==> src/rtl/alu_op_sequencer.sv <==
// alu_op_sequencer: stores a short program of (A, func) operations entered
// from switches and replays it at a fixed tick rate, pulsing reg_en once per
// issue so the downstream accumulator captures one ALU result per tick.
// Optional build macro LOOP_EN: replay wraps to slot 0 forever instead of
// stopping in DONE after a single pass.
module alu_op_sequencer #(
    parameter int unsigned DEPTH    = 8,
    parameter int unsigned TICK_DIV = 25000000
) (
    input  logic                         clock,
    input  logic                         reset_n,
    input  logic                         load,
    input  logic [3:0]                   load_a,
    input  logic [2:0]                   load_func,
    input  logic                         start,
    input  logic                         abort,
    input  logic                         clear,
    output logic [3:0]                   op_a,
    output logic [2:0]                   op_func,
    output logic                         reg_en,
    output logic                         busy,
    output logic                         done,
    output logic [$clog2(DEPTH+1)-1:0]   count,
    output logic                         overflow
);

    localparam int unsigned CW = $clog2(DEPTH + 1);
    localparam int unsigned PW = $clog2(DEPTH);
    localparam int unsigned TW = $clog2(TICK_DIV);

    localparam logic [CW-1:0] COUNT_FULL = CW'(DEPTH);
    localparam logic [TW-1:0] TICK_LAST  = TW'(TICK_DIV - 1);

    typedef enum logic [1:0] {
        S_IDLE,
        S_RUN,
        S_DONE
    } state_t;

    state_t          state_q, state_d;
    logic [CW-1:0]   count_q, count_d;
    logic [PW-1:0]   rd_ptr_q, rd_ptr_d;
    logic [TW-1:0]   tick_q, tick_d;
    logic            overflow_q, overflow_d;
    logic            load_prev, start_prev;
    logic            load_edge, start_edge;
    logic            mem_we;
    logic            last_slot;
    logic [6:0]      mem [DEPTH];
    logic [6:0]      slot_op;

    assign load_edge  = load & ~load_prev;
    assign start_edge = start & ~start_prev;
    assign last_slot  = (CW'(rd_ptr_q) == (count_q - CW'(1)));

    // State register, counters, pointers and edge-detect history.
    // NOTE: sequential state uses non-blocking (<=) so every register samples
    // pre-edge values; blocking here would create order-dependent races.
    always_ff @(posedge clock) begin
        if (!reset_n) begin
            state_q    <= S_IDLE;
            count_q    <= '0;
            rd_ptr_q   <= '0;
            tick_q     <= '0;
            overflow_q <= 1'b0;
            load_prev  <= 1'b0;
            start_prev <= 1'b0;
        end else begin
            state_q    <= state_d;
            count_q    <= count_d;
            rd_ptr_q   <= rd_ptr_d;
            tick_q     <= tick_d;
            overflow_q <= overflow_d;
            load_prev  <= load;
            start_prev <= start;
        end
    end

    // Program storage: one write per accepted load edge at slot count.
    // NOTE: the program memory has no reset; count bounds which slots are
    // valid, so stale contents are never issued and the array maps to RAM.
    always_ff @(posedge clock) begin
        if (mem_we) begin
            mem[count_q[PW-1:0]] <= {load_a, load_func};
        end
    end

    // Next-state and issue logic; abort overrides everything and keeps the program.
    // NOTE: every signal gets a default before the case so no path leaves a
    // variable unassigned, which would otherwise infer a latch.
    always_comb begin
        state_d    = state_q;
        count_d    = count_q;
        rd_ptr_d   = rd_ptr_q;
        tick_d     = tick_q;
        overflow_d = overflow_q;
        mem_we     = 1'b0;
        reg_en     = 1'b0;

        if (abort) begin
            state_d  = S_IDLE;
            rd_ptr_d = '0;
            tick_d   = '0;
        end else begin
            case (state_q)
                S_IDLE: begin
                    if (clear) begin
                        count_d    = '0;
                        overflow_d = 1'b0;
                    end else if (start_edge && (count_q != '0)) begin
                        rd_ptr_d = '0;
                        tick_d   = '0;
                        state_d  = S_RUN;
                    end else if (load_edge) begin
                        if (count_q == COUNT_FULL) begin
                            overflow_d = 1'b1;
                        end else begin
                            mem_we  = 1'b1;
                            count_d = count_q + CW'(1);
                        end
                    end
                end
                S_RUN: begin
                    if (tick_q == TICK_LAST) begin
                        reg_en = 1'b1;
                        tick_d = '0;
                        if (last_slot) begin
`ifdef LOOP_EN
                            rd_ptr_d = '0;
`else
                            // Keep the pointer on the last slot so DONE holds its op.
                            state_d = S_DONE;
`endif
                        end else begin
                            rd_ptr_d = rd_ptr_q + PW'(1);
                        end
                    end else begin
                        tick_d = tick_q + TW'(1);
                    end
                end
                S_DONE: begin
                    if (start_edge) begin
                        rd_ptr_d = '0;
                        tick_d   = '0;
                        state_d  = S_RUN;
                    end
                end
                default: begin
                    state_d = S_IDLE;
                end
            endcase
        end
    end

    // Operand outputs: current slot while replaying or finished, zero when idle.
    always_comb begin
        slot_op = mem[rd_ptr_q];
        if (state_q == S_IDLE) begin
            slot_op = '0;
        end
    end

    assign op_a     = slot_op[6:3];
    assign op_func  = slot_op[2:0];
    assign busy     = (state_q == S_RUN);
    assign done     = (state_q == S_DONE);
    assign count    = count_q;
    assign overflow = overflow_q;

endmodule

==> config.mk <==
export PLATFORM = sky130hd
export DESIGN_NAME = alu_op_sequencer
export DESIGN_NICKNAME = d
export VERILOG_FILES = /design/src/rtl/alu_op_sequencer.sv
export SDC_FILE = /design/constraint.sdc
export NUM_CORES = 1
export LEC_CHECK = 0
export ABC_CLOCK_PERIOD_IN_PS = 5600
export BUFFER_PORTS_ARGS = -buffer_cell sky130_fd_sc_hd__buf_2
export CAP_MARGIN = 20
export CORE_UTILIZATION = 55
export DETAILED_ROUTE_END_ITERATION = 8
export PLACE_DENSITY = 0.7
export SETUP_SLACK_MARGIN = 0.2
export SYNTH_ARGS = -nofsm -noshare
export SYNTH_HDL_FRONTEND = slang
export SYNTH_SLANG_ARGS = --single-unit
==> constraint.sdc <==
create_clock -name clock -period 5.6 [get_ports clock]
set_clock_uncertainty 0.05 [all_clocks]
set_input_delay 0.84 -clock clock [delete_from_list [all_inputs] [get_ports clock]]
set_output_delay 0.84 -clock clock [all_outputs]
set_load 0.01 [all_outputs]
Word-level counts from Yosys, hierarchy flattened:

Memories as Yosys holds them, arrays and structs flattened. A register that Yosys moved wholly into a read port is not among the register bits.
Cells that the tools add are included.

* shift operators: 0
* equal/unequal tests: 13
* bitwise logic cells: 6
* divide/modulo/power cells: 0
* magnitude comparators: 0
* multiply operators: 0
* $add $sub $neg: 4
* reduce and logical (&&, ||, !) cells: 12
* muxes and demuxes: 39

Operators with widths (count)
* 2-to-1 mux 25 bit: 4
* one-hot mux 25 bit (3 select lines): 1
* adder 25 x 1 -> 25 bit (second input constant): 1
* equality test 25 bit (second input constant): 1
* 2-to-1 mux 3 bit: 7
* 2-to-1 mux 4 bit: 4
* 2-to-1 mux 1 bit: 15
* AND reduction 5 bit: 3
* 2-to-1 mux 2 bit: 5
* != test 2 bit (second input constant): 5
* one-hot mux 3 bit (3 select lines): 1
* 2-to-1 mux 7 bit: 1
* != test 2 x 1 -> 1 bit (second input constant): 3
* one-hot mux 2 bit (3 select lines): 1
* AND reduction 6 bit: 1
* adder 4 x 1 -> 4 bit (second input constant): 1
* equality test 3 x 4 -> 1 bit: 1
* equality test 4 bit (second input constant): 1
* NOT 1 bit: 4
* AND reduction 4 bit: 1
* nonzero test 2 bit: 2
* nonzero test 4 bit: 1
* subtractor 4 x 1 -> 4 bit (second input constant): 1
* adder 3 x 1 -> 3 bit (second input constant): 1
* 7 further kinds: 8

* memories kept: 1
* bits in latches: 0
* output and inout bits: 15
* memory bits (writable): 56
* memory bits (read-only): 0
* bits in registers: 37
* logic and storage cells: 82

Memories
* mem: depth 8, bits a word 7, read ports 1, clocked after Yosys merged registers in 1, wr ports 1, line 49 `logic [6:0] mem [DEPTH];`

Depth between registers and ports, before layout:

* depth in word-level cells: 9
* mapped depth: 9
* mapped depth without buffers: 7

Least setup slack after synthesis:

Ideal clock, no wire load.

* path kind: in2reg
* start: in abort
* end: mem mem[1][0] (enable)
* setup time: 0.380 ns
* slack: 3.059 ns
* stages on the path: 5
* arrival: 2.111 ns
* cells stage by stage: nor3_1 o211ai_1 nor3_1 nand2_1 nor3_1

* longest elaborated chain between the ends: 3

RTL lines
* start: declaration: line 16 `input logic abort,`
* 2-to-1 mux 1 bit: line 100 `if (abort) begin`
* 2-to-1 mux 1 bit: line 83 `if (mem_we) begin`
* 2-to-1 mux 1 bit (not written as such): line 84 `mem[count_q[PW-1:0]] <= {load_a, load_func};`
* end: declaration: line 49

No other way between the ends.

==> out/metrics.cfg <==
[clock_tree]
worstSkewPairLatency_ns=0.37
cts_setup_buffers=0
cts_resized=0
htreeDepth=3
ctsRootBufferMaster=clkbuf_8
cts_sinks=96
cts_buffers=9
path_clk_slew_ns=0.10
ctsHoldBuffers=0
cts_tree=yes
clk_path_buf_depth=2

[finish]
design_area_um2=4751
syn_to_final_growth_pct=10.19
antenna_cells=0
multiInputGateArea_um2=1754
fin_nets=396
drive_above_1_share_pct=18.49
seq_area_um2=2482
finish.cell_count_without_fillers=483
num-fill-cells=589

[power]
p_sw_share_pct=23.28
leakage_nw=1.529
powerDensity_nw_per_um2=270.9
intPower_mw=0.9876
irDropWorstVdd_uv=138.5
combPwrFrac_pct=3.7
p_sw_mw=0.2997
pwr-share-seq_pct=58.5
pwr-share-clk_pct=37.8
p_total_mw=1.287

[placed_design]
gp_congestion=0.8584
hpwl_um=5523
post-place-ws_ns=2.577
dpl-instance-area_um2=4529
dp_cells=466
port_buffers=27

[job]
max-cap-violations=0

[logic_synthesis]
synthFlopType=edfxtp_1
netlist_area_um2=4312
ys_seq_elements=96
synth.area.top_cells=edfxtp_1 39%, dfxtp_1 19%, mux4_2 7.3%
syn-num-nets=366
synth_warnings=0
synth_most_common_cell=edfxtp_1
netlist.area_leader.share_pct=39.00
yosysSeqAreaShare_pct=57.57
synth_common_cells=56 x edfxtp_1, 40 x dfxtp_1, 40 x nor2_1
ys_types=54
syn-instance-count=349
synth_largest_area_cell=edfxtp_1
synthArstFlopShare_pct=0
synth_edf_count=56
synth_area_per_cell_um2=12.35

[drt]
drc_errors=0
routed_wl_um=8138
routed_via_density=5.747
wire_per_inst_um=16.85
drt-initial-drc-count=189
vias=2776
first_pass_iters=4
final_antenna_net_count=0

[floorplan]
die_w_um=90.54
die_y_um=90.54
start_util_pct=58.20
dieArea_um2=8197
row_count=31
num_io_pins=28
core_area_um2=7408

[sta]
rsz0062_at_grt=no
hold_viol=0
clock.fmax_mhz=310.3
max_slew_margin_pct=35.65
tightest_slew_ns=0.9640
fin_tns_setup_ns=0
fin_ws_ns=2.377
drv_slew=0
finalSetupViolations=0
fin_crit_ns=3.223
fin_crit_sh_pct=57.55

[worst_setup_path]
end_kind=output port
arrival_ns=2.33
cpPeakStageDelay_ns=0.96
cp_slowest_cell=dfxtp_1
crit_type=reg -> out
cp-start-kind=flop
crit_fanout=14
cp_cell_sequence=mux4_2 -> mux2i_1 -> nor2_1 -> buf_2
crit_family=flip-flops
crit_required_ns=4.71
path_buf_inv=1

[global_routing]
antenna_found_initial=0
overflow=0
grt_use_total_pct=21.64
grt_max_degree=24
grt_pass1_vias=2701
grt_pass1_wl_um=13590

[min_path]
hp-class=reg -> reg

[status]
status=completed

==> layout make-up <==
cell class              count  share of cell area, %
multi-input cells         236                  36.92
well taps                  99                  2.607
clock inverters             7                  1.949
inverters                   7                 0.5531
flip-flops and latches     96                  52.25
repair buffers             29                  3.108
clock buffers               9                  2.607
==> stage by stage <==
stage	utilization [%]	hold slack, ns
floorplan	-	0.4115
global placement	61.14	0.4088
detailed placement	61.14	0.4180
CTS	64.06	0.4417
global route	64.13	0.4757
finish	64.13	0.4427
==> path summary, 6_finish.rpt <==
kind                endpoint  depth (start not counted)      from  slack, ns
setup reg to reg  tick_q[24]                          7  count[0]       2.80
setup / recovery     op_a[0]                          4      flop       2.38
hold reg to reg     overflow                          2  overflow       0.44
hold / removal      overflow                          2  overflow       0.44
==> tightest hold or removal path: stages, from the launching register on <==
cell and delay [ns]:
dfxtp_1 0.32, nor2_1 0.09, nor2_1 0.05
==> registers in the layout, summed over array words and instances, names as in the netlist, named ones only <==
signal      count
count           4
load_prev       1
mem            56
overflow        1
rd_ptr_q        3
start_prev      1
state_q         2
tick_q         25
==> per-layer routing <==
layer	GRT usage (%)	vias up	share of wire, %	wire [µm]
met3	4.630	8	4.2	343
met1	30.25	1328	47	3846
li1	-	1378	-	-
met4	8.065	0	1.3	105
met2	33.27	62	47	3842
met5	0	-	0	0
==> layout by cell type (no fill, tap or decap), drive strengths merged, types with 2 or more instances in the layout <==
master  netlist  final
xnor2        12     12
a21oi        12     12
o21ai        11     11
or3           7      7
or4           2      2
and2          7      7
nor3b         5      5
xor2         10     10
nor2         40     40
buf           6     29
clkbuf        4      9
a22oi         2      2
and4bb        2      2
and4          5      5
nor4          8      8
nor2b         4      4
a211oi        2      2
or3b          2      2
inv           7     12
mux2i         7      7
ha            4      4
nand3        12     12
nand2b        4      4
mux4         14     14
nand3b        2      2
edfxtp       56     56
o211ai        6      6
dfxtp        40     40
nand2        24     24
nor3          8      8
nand4        13     13
==> cells by family after synthesis <==
group	synth area share [%]
and+or+nand+nor	20.17
DFF	57.57
AOI/OAI and AO/OA	5.949
xor gates and xnor gates	4.469
muxes	8.938
buffers and inverters	1.741
adders and majority gates	1.161
==> power by group through the flow <==
stage	Clock [mW]	Sequential [mW]	Combinational (mW)
CTS	0.497	0.753	0.0469
detailed placement	0	0.769	0.0467
floorplan	0	0.769	0.0287
global placement	0	0.769	0.0459
finish	0.487	0.753	0.0472
global route	0.525	0.754	0.0529
Power figures use the tool's default switching activity.
